==> src/rtl/result_capture_fifo.sv <==
`default_nettype none
// ============================================================================
// Module      : result_capture_fifo
// Description : Small synchronous FIFO that captures 4-bit results from the
//               conditional-result datapath. It uses valid/ready handshakes on
//               both sides and reports occupancy and the peak value accepted.
// Revision    : 1.0 - initial release
// ============================================================================
module result_capture_fifo #(
  parameter int WIDTH = 4,
  parameter int DEPTH = 4,
  parameter int CNT_W = 3
) (
  input  logic             clk,
  input  logic             rst,
  input  logic [WIDTH-1:0] in_data,
  input  logic             in_valid,
  output logic             in_ready,
  output logic [WIDTH-1:0] out_data,
  output logic             out_valid,
  input  logic             out_ready,
  output logic [CNT_W-1:0] count,
  output logic [WIDTH-1:0] peak,
  input  logic             peak_clr
);

  localparam int PTR_W = $clog2(DEPTH);
  localparam logic [CNT_W-1:0] C_FULL_CNT = CNT_W'(DEPTH);
  localparam logic [CNT_W-1:0] C_CNT_ONE  = CNT_W'(1);
  localparam logic [PTR_W-1:0] C_PTR_ONE  = PTR_W'(1);

  logic [WIDTH-1:0] r_mem [DEPTH];
  logic [PTR_W-1:0] r_wr_ptr;
  logic [PTR_W-1:0] r_rd_ptr;
  logic [CNT_W-1:0] r_count;
  logic [WIDTH-1:0] r_peak;

  logic w_push;
  logic w_pop;
  logic w_not_full;
  logic w_not_empty;

  // Handshake flags come only from registered occupancy. in_ready ignores
  // out_ready, so a full FIFO never passes a word straight through.
  always_comb begin
    w_not_full  = (r_count != C_FULL_CNT);
    w_not_empty = (r_count != '0);
    w_push      = in_valid && w_not_full;
    w_pop       = out_ready && w_not_empty;
  end

  // Storage write. Reset blocks the write so no word is accepted on that edge.
  always_ff @(posedge clk) begin
    if (!rst && w_push) begin
      r_mem[r_wr_ptr] <= in_data;
    end
  end

  // Pointers and occupancy. Pointers are exactly log2(DEPTH) bits and wrap.
  always_ff @(posedge clk) begin
    if (rst) begin
      r_wr_ptr <= '0;
      r_rd_ptr <= '0;
      r_count  <= '0;
    end else begin
      if (w_push) begin
        r_wr_ptr <= r_wr_ptr + C_PTR_ONE;
      end
      if (w_pop) begin
        r_rd_ptr <= r_rd_ptr + C_PTR_ONE;
      end
      if (w_push && !w_pop) begin
        r_count <= r_count + C_CNT_ONE;
      end else if (w_pop && !w_push) begin
        r_count <= r_count - C_CNT_ONE;
      end
    end
  end

  // Running peak. A clear takes effect before the compare, so a push in the
  // same cycle as a clear becomes the new peak.
  always_ff @(posedge clk) begin
    if (rst) begin
      r_peak <= '0;
    end else if (peak_clr) begin
      r_peak <= w_push ? in_data : '0;
    end else if (w_push && (in_data > r_peak)) begin
      r_peak <= in_data;
    end
  end

  // Head word is masked to zero while empty, so the uncleared storage never
  // shows stale or unknown data after reset.
  always_comb begin
    in_ready  = w_not_full;
    out_valid = w_not_empty;
    out_data  = w_not_empty ? r_mem[r_rd_ptr] : '0;
    count     = r_count;
    peak      = r_peak;
  end

endmodule
`default_nettype wire
==> config.mk <==
export PLATFORM = sky130hd
export DESIGN_NAME = result_capture_fifo
export DESIGN_NICKNAME = d
export VERILOG_FILES = /design/src/rtl/result_capture_fifo.sv
export SDC_FILE = /design/constraint.sdc
export NUM_CORES = 1
export LEC_CHECK = 0
export ABC_AREA = 1
export CAP_MARGIN = 20
export CORE_AREA = 2 2 52 78
export CTS_CLUSTER_DIAMETER = 120
export DETAILED_ROUTE_END_ITERATION = 10
export DIE_AREA = 0 0 54 80
export HOLD_SLACK_MARGIN = 0.15
export RECOVER_POWER = 50
export SETUP_SLACK_MARGIN = 0.4
export SYNTH_ARGS = -nofsm -noshare
export SYNTH_HDL_FRONTEND = slang
export SYNTH_SLANG_ARGS = --single-unit
==> constraint.sdc <==
create_clock -name clk -period 5.13 [get_ports clk]
set_clock_uncertainty 0.15 [all_clocks]
set_input_delay 1.026 -clock clk [delete_from_list [all_inputs] [get_ports clk]]
set_output_delay 1.026 -clock clk [all_outputs]
set_load 0.02 [all_outputs]
==> results.toml, run 1 <==
[status]
status = "complete, no violations"

[power]
total_leakage_power_nw = 0.755
seqPwrFrac = 0.383
pwr_density_cell_nw_per_um2 = 458
power_mw = 0.812
netSwitchingFraction = 0.373
p_int_mw = 0.509
p_switching_mw = 0.303
power_frac_comb = 0.402
peakVddDrop_mv = 0.315
p_clk_frac = 0.215

[clock_tree]
cts-root-buf = "clkbuf_8"
cts_setup_buffers = 0
path_clk_slew_ns = 0.06
clockBufferDepth = 2
tritoncts.num_buffers = 5
cts_tree = "built"
h-tree-depth = 2
clkSinkCount = 29
worstSkewPairLatency_ns = 0.27
hold_buffers = 0
cts_resized = 0

[logic_synthesis]
ys_seq_elements = 29
synth_area_leader_cell = "edfxtp_1"
synth-edff-count = 16
synthCells = 152
synth_top_area_frac = 0.336
synth_area_per_cell_um2 = 9.42
synth-async-reset-ratio = 0
synthTopCellsByArea = "edfxtp_1, dfxtp_1, ha_1, nor2_1, a21oi_1"
synth_cell_type_count = 21
syn-cell-area_um2 = 1430
yosys_most_used_dff = "edfxtp_1"
yosysMostFrequentCell = "nor2_1"
seq_area_frac_synth = 0.517
synth_nets = 171
ys_warn_count = 0
yosys-top-cells-count = "nor2_1, inv_1, a21oi_1"

[sta]
rsz0062_at_grt = "no"
slew_headroom = 0.767
slew_viol_final = 0
min_period_over_period = 0.593
fin_ws_ns = 2.09
finalHoldViolCount = 0
setup_tns_ns = 0
min_period_ns = 3.04
setup_viol = 0
worst_pin_slew_ns = 0.348
fmax_ghz = 0.329

[route]
vias_per_cell = 4.78
totalWireLength_um = 2690
wl_per_cell_um = 12.1
drtPass1Iterations = 4
ant_nets = 0
drc = 0
initialDrtViolationCount = 19
vias = 1065

[min_path]
hp-class = "reg -> reg"
hold_path_depth = 1

[floorplanning]
initial_core_util = 0.392
row_count = 27
die_area_um2 = 4320
core_area_um2 = 3650
die_h_um = 80
die_x_um = 54
num_io_pins = 22

[final_layout]
syn2layout_area_growth_pct = 23.7
num_antenna_cells = 0
drive_above_1_share = 0.100
design_area_um2 = 1770
multi_input_area_um2 = 593
nets = 198
seq_area_um2 = 741
fillers = 354
fin_cells = 223

[worst_setup_path]
cp.arrival_ns = 1.87
cp-end-kind = "primary output"
startpoint_type = "register"
worst_ep_required_time_ns = 3.95
critPathMaxFanout = 9
ff2ff_path_depth = 11
critPathKind = "reg -> out"

[placement]
post-place-ws_ns = 2.19
gp_congestion = 0.760
dp_hpwl_um = 2130
io_buffers = 21
placed_area_um2 = 1690
dp.cells = 215

[global_route]
grt_pass1_wl_um = 4480
grtUsageTotal = 0.149
overflow = 0
grt_pass1_vias = 1034
grt_max_degree = 10
antenna_found_initial = 0

[run]
drv_cap = 0
==> layout make-up <==
class                      instances  area share
multi-input combinational         98       0.335
timing repair buffer              21       0.119
clock inverter                     2     0.00565
tap                               43      0.0304
clock buffer                       6      0.0410
inverter                          24      0.0509
sequential                        29       0.418
==> path summary, 6_finish.rpt <==
kind / slack, ns / start / end
worst max-delay path: 2.09 / register / out_data[2]
worst min-delay path: 0.35 / r_rd_ptr[0] / r_rd_ptr[0]
worst max register to register: 3.10 / count[0] / count[2]
worst min register to register: 0.35 / r_rd_ptr[0] / r_rd_ptr[0]
==> kinds of logic (layout without fill, tap and decap cells) <==
family,count (synthesis),count (layout),share of synthesized area
xor+xnor,2,2,0.0122
compound gates,32,32,0.115
fa+ha+maj,10,10,0.0927
buf+inv,25,53,0.0664
simple gates,54,54,0.196
flops,29,29,0.517
==> power groups by stage <==
stage                     sequential, mW  combinational [mW]  clock [mW]
after floorplan                    0.321               0.204           0
after global placement             0.315               0.326           0
after detailed placement           0.317               0.332           0
after CTS                          0.312               0.333       0.179
after global routing               0.316               0.362       0.187
final                              0.311               0.326       0.175
==> worst max-delay path: stages (launching register included) <==
cell             delay, ns
dfxtp_1               0.49
inv_1                 0.19
o21ai_0               0.26
a21oi_1               0.11
clkdlybuf4s50_1       0.55
==> registers in the layout, summed over array words and instances, names as in the netlist, named ones only <==
signal,cells
peak,4
r_wr_ptr,2
count,3
r_mem,16
r_rd_ptr,2
==> layout by cell type, fill, tap and decap left out <==
| cell type | n |
|---|---|
| xor2_1 | 2 |
| nand2_8 | 1 |
| nand2_4 | 3 |
| a21oi_1 | 17 |
| inv_2 | 2 |
| clkdlybuf4s50_1 | 11 |
| clkbuf_1 | 1 |
| nand3_1 | 4 |
| nor2_2 | 1 |
| nand2_2 | 2 |
| nor2_1 | 27 |
| edfxtp_1 | 16 |
| inv_1 | 22 |
| o21ai_0 | 13 |
| nand2_1 | 14 |
| a21boi_0 | 2 |
| nor2_4 | 1 |
| ha_1 | 9 |
| dlygate4sd3_1 | 10 |
| nor2_8 | 1 |
| dfxtp_1 | 13 |
| clkbuf_8 | 5 |
| clkinv_2 | 2 |
| fa_1 | 1 |
==> per-layer routing <==
metal | track usage | part of all wire
met1 | 0.128 | 0.36
met2 | 0.284 | 0.58
met3 | 0.0412 | 0.038
met4 | 0.0825 | 0.024
met5 | 0 | 0
==> metrics by stage <==
| stage | utilization | hold slack, ns |
|---|---|---|
| CTS | 0.486 | 0.361 |
| detailed placement | 0.463 | 0.347 |
| global placement | 0.463 | 0.325 |
| finish | 0.485 | 0.354 |
| floorplan | - | 0.307 |
| global route | 0.485 | 0.376 |
No activity file was read; power rests on OpenSTA's default activity.
==> run 2, diff against run 1 <==
==> constraint.sdc (replaced) <==
create_clock -name clk -period 3 [get_ports clk]
set_clock_uncertainty 0.15 [all_clocks]
set_input_delay 0.6 -clock clk [delete_from_list [all_inputs] [get_ports clk]]
set_output_delay 0.6 -clock clk [all_outputs]
set_load 0.02 [all_outputs]
==> run 2 against run 1 <==
  * Critical path depth is 1 higher
  * Flip-flop and latch count did not move
  * Power is 74% higher
  * Routed wire length shrank 0.45%
  * Sequential power up 71%
  * Cell count increased by 0.45%
  * Worst setup slack worse by 1.6 ns
  * First-iteration DRC count up 21%
  * Via count shrank 1.1%
  * Design area grew 1.1%
  * Global-route usage fell by 0.091 points
==> results.toml, run 2 (same netlist as run 1, synthesis figures left out) <==
[worst_setup_path]
worst_ep_required_time_ns = 2.25
worst_r2r_startpoint = "count[0]"
critPathKind = "reg -> out"
r2r_setup_slack_ns = 0.96
cp.arrival_ns = 1.75
ff2ff_path_depth = 11
r2r_end = "count[2]"
critPathMaxFanout = 5
cp-end-kind = "primary output"
startpoint_type = "register"

[final_layout]
nets = 199
design_area_um2 = 1790
syn2layout_area_growth_pct = 25.0
num_antenna_cells = 0
largest_register_ffs = 16
largest_register = "r_mem"
drive_above_1_share = 0.105
final_cell_mix = "nor2_1, inv_1, a21oi_1"
final_common_cell = "nor2_1"

[power]
peakVddDrop_mv = 0.428
total_leakage_power_nw = 0.787
pwr_density_cell_nw_per_um2 = 789

[sta]
fmax_ghz = 0.399
min_period_ns = 2.50
finalHoldViolCount = 0
worst_pin_slew_ns = 0.354
slew_viol_final = 0
setup_viol = 0
rsz0062_at_grt = "no"
setup_tns_ns = 0
min_period_over_period = 0.835
holdWs_ns = 0.341
slew_headroom = 0.763

[floorplanning]
die_area_um2 = 4320
core_area_um2 = 3650
die_h_um = 80
die_x_um = 54
num_io_pins = 22
row_count = 27
initial_core_util = 0.392

[clock_tree]
cts_setup_buffers = 0
path_clk_slew_ns = 0.06
tritoncts.num_buffers = 5
clkSinkCount = 29
clockBufferDepth = 2
cts-root-buf = "clkbuf_8"
worstSkewPairLatency_ns = 0.27
cts_tree = "built"
hold_buffers = 0
h-tree-depth = 2

[route]
initialDrtViolationCount = 23
drtPass1Iterations = 4
top_layer = "met4"
drc = 0
vias_per_cell = 4.70
m1WireLength_um = 1070
wl_per_cell_um = 12.0
ant_nets = 0
route.met3.wl_um = 59
totalWireLength_um = 2680
dr_wl_met2_um = 1520
vias = 1053

[global_route]
grt_pass1_vias = 1049
antenna_found_initial = 0
overflow = 0
grtUsageTotal = 0.148
grt_pass1_wl_um = 4590
grt_max_degree = 10

[status]
status = "complete, no violations"

[min_path]
hold_path_depth = 1
hp-class = "reg -> reg"
hp-start = "r_rd_ptr[0]"

[placement]
gp_congestion = 0.774
io_buffers = 21
placed_area_um2 = 1700
dp_hpwl_um = 2100

[run]
drv_cap = 0
run 2: worst max path at each step:
stage                  endpoint  slack [ns]      from  cells past startpoint
floorplan              count[2]        0.98  count[0]                     12
global placement       count[2]        0.50  in_valid                     11
detailed placement     count[2]        0.47  in_valid                     11
CTS                 out_data[0]        0.41  register                      5
global route        out_data[1]        0.40  register                      5
finish              out_data[1]        0.50  register                      5
run 2: critical path, stage by stage (launching register included):
cell             delay (ns)
dfxtp_1                0.40
inv_1                  0.11
nor2_1                 0.11
o21ai_0                0.11
a21oi_1                0.14
clkdlybuf4s50_1        0.62
run 2: what timing repair did:
action,in CTS,in global routing
pin swaps,0,0
setup endpoints to repair,2,2
resized for setup,1,2
hold endpoints to repair,0,0
run 2: metrics by stage:
| step | util | power, mW | instances | setup WS [ns] |
|---|---|---|---|---|
| final | 0.490 | 1.41 | 224 | 0.495 |
| after global routing | 0.490 | 1.50 | 224 | 0.405 |
| after CTS | 0.491 | 1.44 | 224 | 0.406 |
| after detailed placement | 0.465 | 1.11 | 216 | 0.472 |
| after global placement | 0.465 | 1.09 | 216 | 0.504 |
| after floorplan | - | 0.899 | 152 | 0.985 |
run 2: routing by layer:
metal / vias up / track usage
met5: - / 0
met4: 0 / 0.0775
met1: 482 / 0.150
met3: 4 / 0.0337
li1: 548 / -
met2: 19 / 0.266
run 2: layout make-up:
| class | count | area (um^2) |
|---|---|---|
| clock buffer | 6 | 82.6 |
| inverter | 24 | 90.1 |
| clock inverter | 2 | 8.76 |
| tap | 43 | 53.8 |
| fill | 341 | 1860 |
| multi-input combinational | 98 | 593 |
| timing repair buffer | 22 | 219 |
| sequential | 29 | 742 |
run 2: report_power, final:
group	leakage (nW)	switching, mW	internal [mW]
Sequential	0.253	0.0539	0.477
Combinational	0.485	0.327	0.232
Clock	0.0486	0.139	0.181
Total	0.787	0.521	0.891
